File: config.mk
export PLATFORM = sky130hd
export DESIGN_NAME = kernel_loader
export DESIGN_NICKNAME = d
export VERILOG_FILES = /design/src/rtl/kernel_loader.sv
export SDC_FILE = /design/constraint.sdc
export NUM_CORES = 1
export LEC_CHECK = 0
export CAP_MARGIN = 20
export CORE_ASPECT_RATIO = 0.7
export CORE_UTILIZATION = 48
export CTS_CLUSTER_SIZE = 28
export DETAILED_ROUTE_END_ITERATION = 8
export PLACE_DENSITY = 0.71
export SYNTH_ARGS = -nofsm -noshare
export SYNTH_HDL_FRONTEND = slang
export SYNTH_SLANG_ARGS = --single-unit
File: constraint.sdc
create_clock -name clk -period 2.6 [get_ports clk]
set_input_delay 0.52 -clock clk [delete_from_list [all_inputs] [get_ports clk]]
set_output_delay 0.52 -clock clk [all_outputs]
set_load 0.03 [all_outputs]
File: src/rtl/kernel_loader.sv
// Kernel loader: fetches one K*K weight kernel from weight memory into a shadow
// buffer, then commits it to kernel_out in a single edge.
module kernel_loader #(
   parameter int DATA_W = 8,
   parameter int K      = 3,
   parameter int OUT_CH = 8,
   parameter int IN_CH  = 1,
   parameter int ADDR_W = 10
) (
   input  logic                       clk,
   input  logic                       rst,
   input  logic                       req,
   input  logic [3:0]                 och,
   input  logic [3:0]                 ich,
   output logic                       mem_rd_en,
   output logic [ADDR_W-1:0]          mem_addr,
   input  logic [DATA_W-1:0]          mem_rdata,
   output logic [K*K*DATA_W-1:0]      kernel_out,
   output logic                       busy,
   output logic                       done,
   output logic                       valid,
   output logic                       err,
   output logic [1:0]                 dbg_state
);

   localparam int T     = K * K;
   localparam int CNT_W = $clog2(T + 1);

   localparam logic [1:0] S_IDLE   = 2'd0;
   localparam logic [1:0] S_FETCH  = 2'd1;
   localparam logic [1:0] S_DRAIN  = 2'd2;
   localparam logic [1:0] S_COMMIT = 2'd3;

   // Handshake: req is sampled only in IDLE; a load runs to completion and is
   // signalled by a one-cycle done; busy covers every non-IDLE cycle.
   logic [1:0]              state_q, state_d;
   logic [CNT_W-1:0]        cnt_q, cnt_d;
   logic [ADDR_W-1:0]       base_q, base_d;
   logic [T*DATA_W-1:0]     kernel_q, kernel_d;
   logic                    valid_q, valid_d;
   logic                    err_q;
   logic                    rd_pend_q;
   logic [CNT_W-1:0]        rd_idx_q;
   logic [DATA_W-1:0]       shadow_q [T];
   logic                    in_range;
   logic                    accept;
   logic                    reject;
   int                      base_calc;

   assign in_range  = (int'(och) < OUT_CH) && (int'(ich) < IN_CH);
   assign accept    = (state_q == S_IDLE) && req && in_range;
   assign reject    = (state_q == S_IDLE) && req && !in_range;
   assign base_calc = (int'(och) * IN_CH + int'(ich)) * T;

   always_comb begin
      state_d = state_q;
      cnt_d   = cnt_q;
      base_d  = base_q;
      case (state_q)
         S_IDLE: begin
            if (accept) begin
               base_d  = ADDR_W'(base_calc);
               cnt_d   = '0;
               state_d = S_FETCH;
            end
         end
         S_FETCH: begin
            cnt_d = cnt_q + CNT_W'(1);
            if (cnt_q == CNT_W'(T - 1)) state_d = S_DRAIN;
         end
         S_DRAIN:  state_d = S_COMMIT;
         default:  state_d = S_IDLE;
      endcase
   end

   assign mem_rd_en = (state_q == S_FETCH);
   assign mem_addr  = mem_rd_en ? (base_q + ADDR_W'(cnt_q)) : '0;

   // The last word is still on mem_rdata during DRAIN, so it bypasses the
   // shadow buffer; this makes the new kernel visible in the COMMIT cycle.
   always_comb begin
      kernel_d = kernel_q;
      valid_d  = valid_q;
      if (state_q == S_DRAIN) begin
         for (int i = 0; i < T; i++) begin
            kernel_d[i*DATA_W +: DATA_W] = (i == T - 1) ? mem_rdata : shadow_q[i];
         end
         valid_d = 1'b1;
      end
   end

   always_ff @(posedge clk or negedge rst) begin
      if (!rst) begin
         state_q   <= S_IDLE;
         cnt_q     <= '0;
         base_q    <= '0;
         kernel_q  <= '0;
         valid_q   <= 1'b0;
         err_q     <= 1'b0;
         rd_pend_q <= 1'b0;
         rd_idx_q  <= '0;
         for (int i = 0; i < T; i++) shadow_q[i] <= '0;
      end else begin
         state_q   <= state_d;
         cnt_q     <= cnt_d;
         base_q    <= base_d;
         kernel_q  <= kernel_d;
         valid_q   <= valid_d;
         err_q     <= reject;
         rd_pend_q <= mem_rd_en;
         rd_idx_q  <= cnt_q;
         for (int i = 0; i < T; i++) begin
            if (rd_pend_q && (rd_idx_q == CNT_W'(i))) shadow_q[i] <= mem_rdata;
         end
      end
   end

   assign kernel_out = kernel_q;
   assign busy       = (state_q != S_IDLE);
   assign done       = (state_q == S_COMMIT);
   assign valid      = valid_q;
   assign err        = err_q;
   assign dbg_state  = state_q;

endmodule

==> results.json <==
{
  "outcome": "finished with violations",
  "violations": "negative setup slack",
  "use_met2": 0.337,
  "nets": 636,
  "drive_gt1_frac": 0.399,
  "drt_iter0_drc": 125,
  "io_pins": 108,
  "vias": 4061,
  "cts_tree": "done",
  "synth_ff_type": "dfrtp_1",
  "dieArea_sq_um": 14100,
  "drc": 0,
  "first_global_vias": 4264,
  "num_rows": 35,
  "dp_hpwl_mm": 9.54,
  "clk_path_buf_depth": 2,
  "cp-start-kind": "register",
  "synth_top_cell_by_area": "dfrtp_1",
  "crit_arrival_ps": 2290,
  "fin_skew_ps": 12.0,
  "grt_start_max_net_pins": 68,
  "critPathCapture": "mem_addr[8]",
  "endpoint_kind": "primary output",
  "crit_path_cell_trace": "ha_2, inv_2, fa_2, nor2b_4, o21ai_4, buf_6, a21oi_4, xor2_1, and2_1, buf_6",
  "async_flop_share": 1.00,
  "final.setup.worst_slack_ps": -207,
  "min_path_type": "in -> async",
  "busiest_layer": "met2",
  "rsz0062_at_grt": "yes",
  "gr-total-overflow": 0,
  "p_per_area_nw_per_um2": 1380,
  "finalSetupViolCount": 6,
  "routed_via_density": 5.11,
  "antenna_found_initial": 0,
  "fin_crit_sh": 1.08,
  "die_y_um": 99.6,
  "syn_nets": 487,
  "finalHoldViolCount": 0,
  "ys_seq_elements": 158,
  "place_inst": 749,
  "avgSynthCellArea_sq_um": 14.6,
  "worstSkewPairLatency_ps": 410,
  "yosys-top-cells-count": "158 x dfrtp_1, 133 x mux2_2, 30 x nand2_1",
  "crit_type": "reg -> out",
  "cts_root_buf": "clkbuf_16",
  "maxSlewHeadroom": 0.489,
  "slew_viol_final": 0,
  "critical_path.max_fanout": 3,
  "ys.warnings.count": 0,
  "coreArea_sq_um": 13200,
  "antenna_left": 0,
  "fmax_ghz": 0.356,
  "path_common_cell": "buf_6",
  "layout_min_cycle_time_ps": 2810,
  "r2r-end": "cnt_q[3]",
  "wl_per_cell_um": 18.0,
  "clkSinkCount": 158,
  "final_cells": 795,
  "groute.layer.met3.usage": 0.0491,
  "yosysSeqAreaShare": 0.605,
  "synthCells": 447,
  "ys_types": 39,
  "worstPathRequired_ps": 2080,
  "r2r-start": "dbg_state[0]",
  "grt_usage": 0.217,
  "yosysMostFrequentCell": "dfrtp_1",
  "cp.depth": 10,
  "area_growth_syn_to_layout_pct": 36.0,
  "yosys.area.top_type_share": 0.605,
  "tightest_slew_ps": 763,
  "wl_mm": 14.3,
  "drv_cap": 0,
  "die_w_um": 141,
  "port-buffer-count": 107,
  "path_clk_slew_ps": 60,
  "critical-path-top-delay-family": "adder cells",
  "cts_buffers": 17,
  "synth_area_sq_um": 6530,
  "ctsHtreeMaxLevel": 4,
  "synth_edf_count": 0,
  "post-place-ws_ps": -539,
  "max_stage_delay_ps": 380,
  "place.gp.congestion": 0.844,
  "grt_use_met1": 0.310,
  "initial_core_util": 0.494,
  "p_leak_uw": 0.00401,
  "first_pass_iters": 4,
  "synth_area_leaders": "dfrtp_1 61%, mux2_2 23%, ha_1 3.4%",
  "critPathBufInv": 3,
  "setup_tns_ps": -716,
  "grt_pass1_wl_mm": 23.0,
  "r2r_cells": 7,
  "vdd_ir_drop_max_mv": 0.746,
  "crit_start": "cnt_q[0]",
  "cp_slowest_cell": "fa_2",
  "r2r_slack_ps": 700
}
how the worst min path moves through the flow:
stage | start | to | slack, ps | depth (start not counted)
final | rst | kernel_out[5] | 60 | 1
after global routing | rst | kernel_out[71] | 90 | 1
after CTS | rst | kernel_out[71] | 90 | 1
after detailed placement | valid | valid | 460 | 1
after global placement | valid | valid | 450 | 1
after floorplan | rst | base_q[0] | 220 | 0
cells in the final DEF (no fill, tap or decap), drive strengths merged, types with 6 or more instances in the layout:
cell type	n
clkbuf	18
inv	17
nand2	30
buf	47
dfrtp	158
a21oi	13
clkdlybuf4s50	91
nor2	6
ha	18
o21ai	7
mux2	136
metrics by stage:
step	util	cell area [sq um]	hold slack [ps]	total power, uW
after detailed placement	0.607	8030	457	9460
after floorplan	-	6550	224	7340
after global placement	0.607	8030	452	9280
after global routing	0.672	8880	90.6	13000
final	0.672	8890	61.6	12300
after CTS	0.663	8770	87.9	12300
per-layer routing:
layer | vias up | part of all wire
met2 | 85 | 0.47
met5 | - | 0
met3 | 14 | 0.040
met1 | 2085 | 0.48
met4 | 0 | 0.0087
li1 | 1877 | -
sequential cells by signal (all words and copies together) (netlist names):
| name | cells |
|---|---|
| kernel_out | 72 |
| shadow_q | 64 |
| rd_pend_q | 1 |
| cnt_q | 4 |
| rd_idx_q | 4 |
| valid | 1 |
| dbg_state | 2 |
| base_q | 9 |
| err | 1 |
power breakdown:
| group | internal, uW | switching [uW] | total, uW | leakage [uW] |
|---|---|---|---|---|
| combinational | 2670 | 2720 | 5390 | 0.00174 |
| clock | 1650 | 1020 | 2680 | 0.000310 |
| sequential | 3580 | 655 | 4240 | 0.00196 |
area by class of cell:
| cell class | count | area, sq um |
|---|---|---|
| inverter | 12 | 45.0 |
| fill | 935 | 4340 |
| timing repair buffer | 144 | 1410 |
| multi-input combinational | 263 | 2600 |
| tap | 185 | 231 |
| clock buffer | 18 | 439 |
| antenna | 1 | 2.50 |
| clock inverter | 14 | 204 |
| sequential | 158 | 3950 |
cell families (layout without fill, tap and decap cells):
group | Yosys count | in the layout | synth area share
flip-flops | 158 | 158 | 0.605
AND/OR/NAND/NOR | 68 | 68 | 0.0597
multiplexers | 136 | 136 | 0.234
other | 0 | 1 | 0
AO/OA/AOI/OAI | 31 | 31 | 0.0326
buffers and inverters | 26 | 188 | 0.0151
XOR/XNOR | 7 | 7 | 0.00938
adder cells (fa/ha/maj) | 21 | 21 | 0.0437
repair_timing:
item | CTS | global route
buffers inserted | 6 | 7
endpoints found under the hold margin | 0 | 0
pin swaps | 10 | 16
gates resized for setup | 25 | 18
setup endpoints to repair | 14 | 11
hold buffers | 0 | 0
Note: power is estimated with default switching activity, not from simulation.
==> RTL edit (same flow settings) <==
Reset style: synchronous (`rst`), changed in one clocked block.
--- a/src/rtl/kernel_loader.sv
+++ b/src/rtl/kernel_loader.sv
@@ -91,3 +91,3 @@
 
-   always_ff @(posedge clk or negedge rst) begin
+   always_ff @(posedge clk) begin
       if (!rst) begin
Behaviour: differs if rst is asserted again (counterexample within 4 cycles, from zero or initial values and one cycle with rst low); with rst held inactive, the same outputs for 10 cycles.
==> RTL edit against the unedited design <==
  * The run still ends with setup timing left
  * Synthesized area is 5.3% lower
  * Die area is 5.2% lower
  * Final cell count is 0.38% lower
  * Final area is 7.3% lower
  * Fmax is 2.9% higher
  * Sequential cell count stayed put
  * Routed wire length is 7.0% lower
  * Setup slack better by 78 ps
Power is not compared: it rests on default switching activity, and its combinational part moved more than twofold at a synthesized area within 25%.
==> RTL edit: results (changes against the unedited design) <==
Cells and area:
- The net count reported at finish is 657 (+3.3%).
- The count of antenna diodes in the layout is 0 (-1).
- The number of flip-flops under the largest register name is 72 (unchanged).
- The layout cell share with drive strength beyond 1 is 15.4% (-25 points).

Hold path:
- The path class of the tightest hold or removal check is register to register.

Drt:
- The number of vias after detailed routing is 4065 (+0.098%).
- The number of search-and-repair iterations in the first detailed-routing pass is 4 (unchanged).
- The number of DRC markers after the initial detailed-route iteration is 220 (+76%).
- The total detailed-routing wirelength is 13.3 mm (-7.0%).

Status:
- The final reports fail on setup timing.
- The run finished, with violations left.

Place:
- The worst slack at placement was -529 ps (+9.93 ps).
- The count of input and output buffers is 107 (unchanged).
- The placer's final routability congestion estimate is 0.796 (-5.7%).
- The post-detailed-placement half-perimeter wirelength is 8.91 mm (-6.6%).

Yosys:
- The net count of the mapped netlist came to 522 (+7.2%).
- The fraction of registers with async set/reset is 0% (-100 points).
- By area the synthesized netlist is led by edfxtp_1 (31%), dfxtp_1 (30%), mux2i_1 (12%), nor2b_1 (7.9%), ha_1 (3.6%).
- The sequential-to-total area share from yosys stat is 61.5% (+0.95 points).
- By count the netlist is led by dfxtp_1 (94), nor2b_1 (78), mux2i_1 (72).
- The count of different cell masters after synthesis came to 40 (+2.6%).
- The number of synthesis warnings was 0 (unchanged).
- The number of flops mapped to enable cells by yosys was 64 (+64).
- The most used flip-flop cell after synthesis is dfxtp_1.

Power and ir drop:
- The maximum resistive drop on vdd is 0.482 mV.

STA:
- The accumulated negative setup slack was -210 ps (+507 ps).
- The setup slack of the critical path after layout is -128 ps (+78.4 ps).
- The number of endpoints failing setup at the final stage is 3 (-3).
- The clock tree skew after final layout is 11.4 ps (-0.636 ps).
- The slew at the pin closest to its max-slew limit is 906 ps (+144 ps).

GRT:
- The wire length of the first global-routing pass is 20.6 mm (-10%).
- The largest net degree at the start of global routing is 43 (-37%).
- The via count of the first global-routing pass came to 3926 (-7.9%).
- The global-route usage over all layers is 20.7% (-0.93 points).

Clock network:
- The clock transition at the registers of the reported paths came to 60 ps (about the same).
- The number of buffers added by the clock tree synthesis step is 17 (unchanged).
- The total number of H-tree levels was 4 (unchanged).
- In this run the clock root is driven by a clkbuf_16.
- The insertion delay of the later-clocked pin in the worst-skew pair is 410 ps (about the same).
- The buffer depth of the longest clock path is 2 (unchanged).

Setup path:
- The family of cells with the greatest summed delay on the critical path is adder cells.
- The peak fanout along the critical path is 4 (+1).
==> RTL edit: where the power goes <==
part | internal, mW | total, mW | switching, mW
Sequential | 2.72 | 2.78 | 0.0642
Combinational | 0.368 | 0.865 | 0.497
Clock | 1.32 | 2.29 | 0.972
Total | 4.40 | 5.94 | 1.53
==> RTL edit: path summary, 6_finish.rpt <==
check	from	to	slack, ps	cells past startpoint
max	base_q[0]	mem_addr[8]	-130	9
min	cnt_q[1]	rd_idx_q[1]	490	2
max reg2reg	rd_idx_q[2]	shadow_q[6][0]	760	3
min reg2reg	cnt_q[1]	rd_idx_q[1]	490	2
==> RTL edit: final cells by class <==
cell class,instances,area (um^2)
clock buffers,18,429
well taps,162,203
inverters,15,56.3
repair buffers,138,1300
clock inverters,14,118
multi-input cells,287,2330
fillers,937,4260
flip-flops and latches,158,3810
==> RTL edit: tightest hold or removal path, cell delays in order (launching register included) <==
cell and delay (ps):
dfxtp_2 340, nand2_1 70, inv_1 40
==> RTL edit: metrics by stage <==
stage	instances	area [um^2]	utilization (%)
global placement	751	7570	60.5
floorplan	482	6200	-
global route	792	8240	65.9
detailed placement	752	7570	60.5
CTS	787	8190	65.4
finish	792	8240	65.9
==> RTL edit: kinds of logic (layout without fill, tap and decap cells) <==
group | count (synthesis) | after routing | synth area share [%]
XOR/XNOR | 8 | 8 | 1.13
adder cells (fa/ha/maj) | 21 | 21 | 4.61
multiplexers | 72 | 72 | 11.6
buffers and inverters | 37 | 185 | 2.39
AND/OR/NAND/NOR | 142 | 142 | 13.9
AO/OA/AOI/OAI | 44 | 44 | 4.87
flip-flops | 158 | 158 | 61.5
==> RTL edit: repair_timing <==
action,CTS,global route
resized for setup,36,12
pin swaps,12,11
setup endpoints to repair,12,9
buffers inserted,3,4
==> RTL edit: metal layers <==
layer / GRT usage, % / part of all wire (%) / up-vias
met5: 0 / 0 / -
met4: 5.02 / 0.86 / 0
met3: 7.44 / 7.7 / 14
met2: 29.8 / 43 / 135
met1: 29.7 / 48 / 1965
li1: - / - / 1951
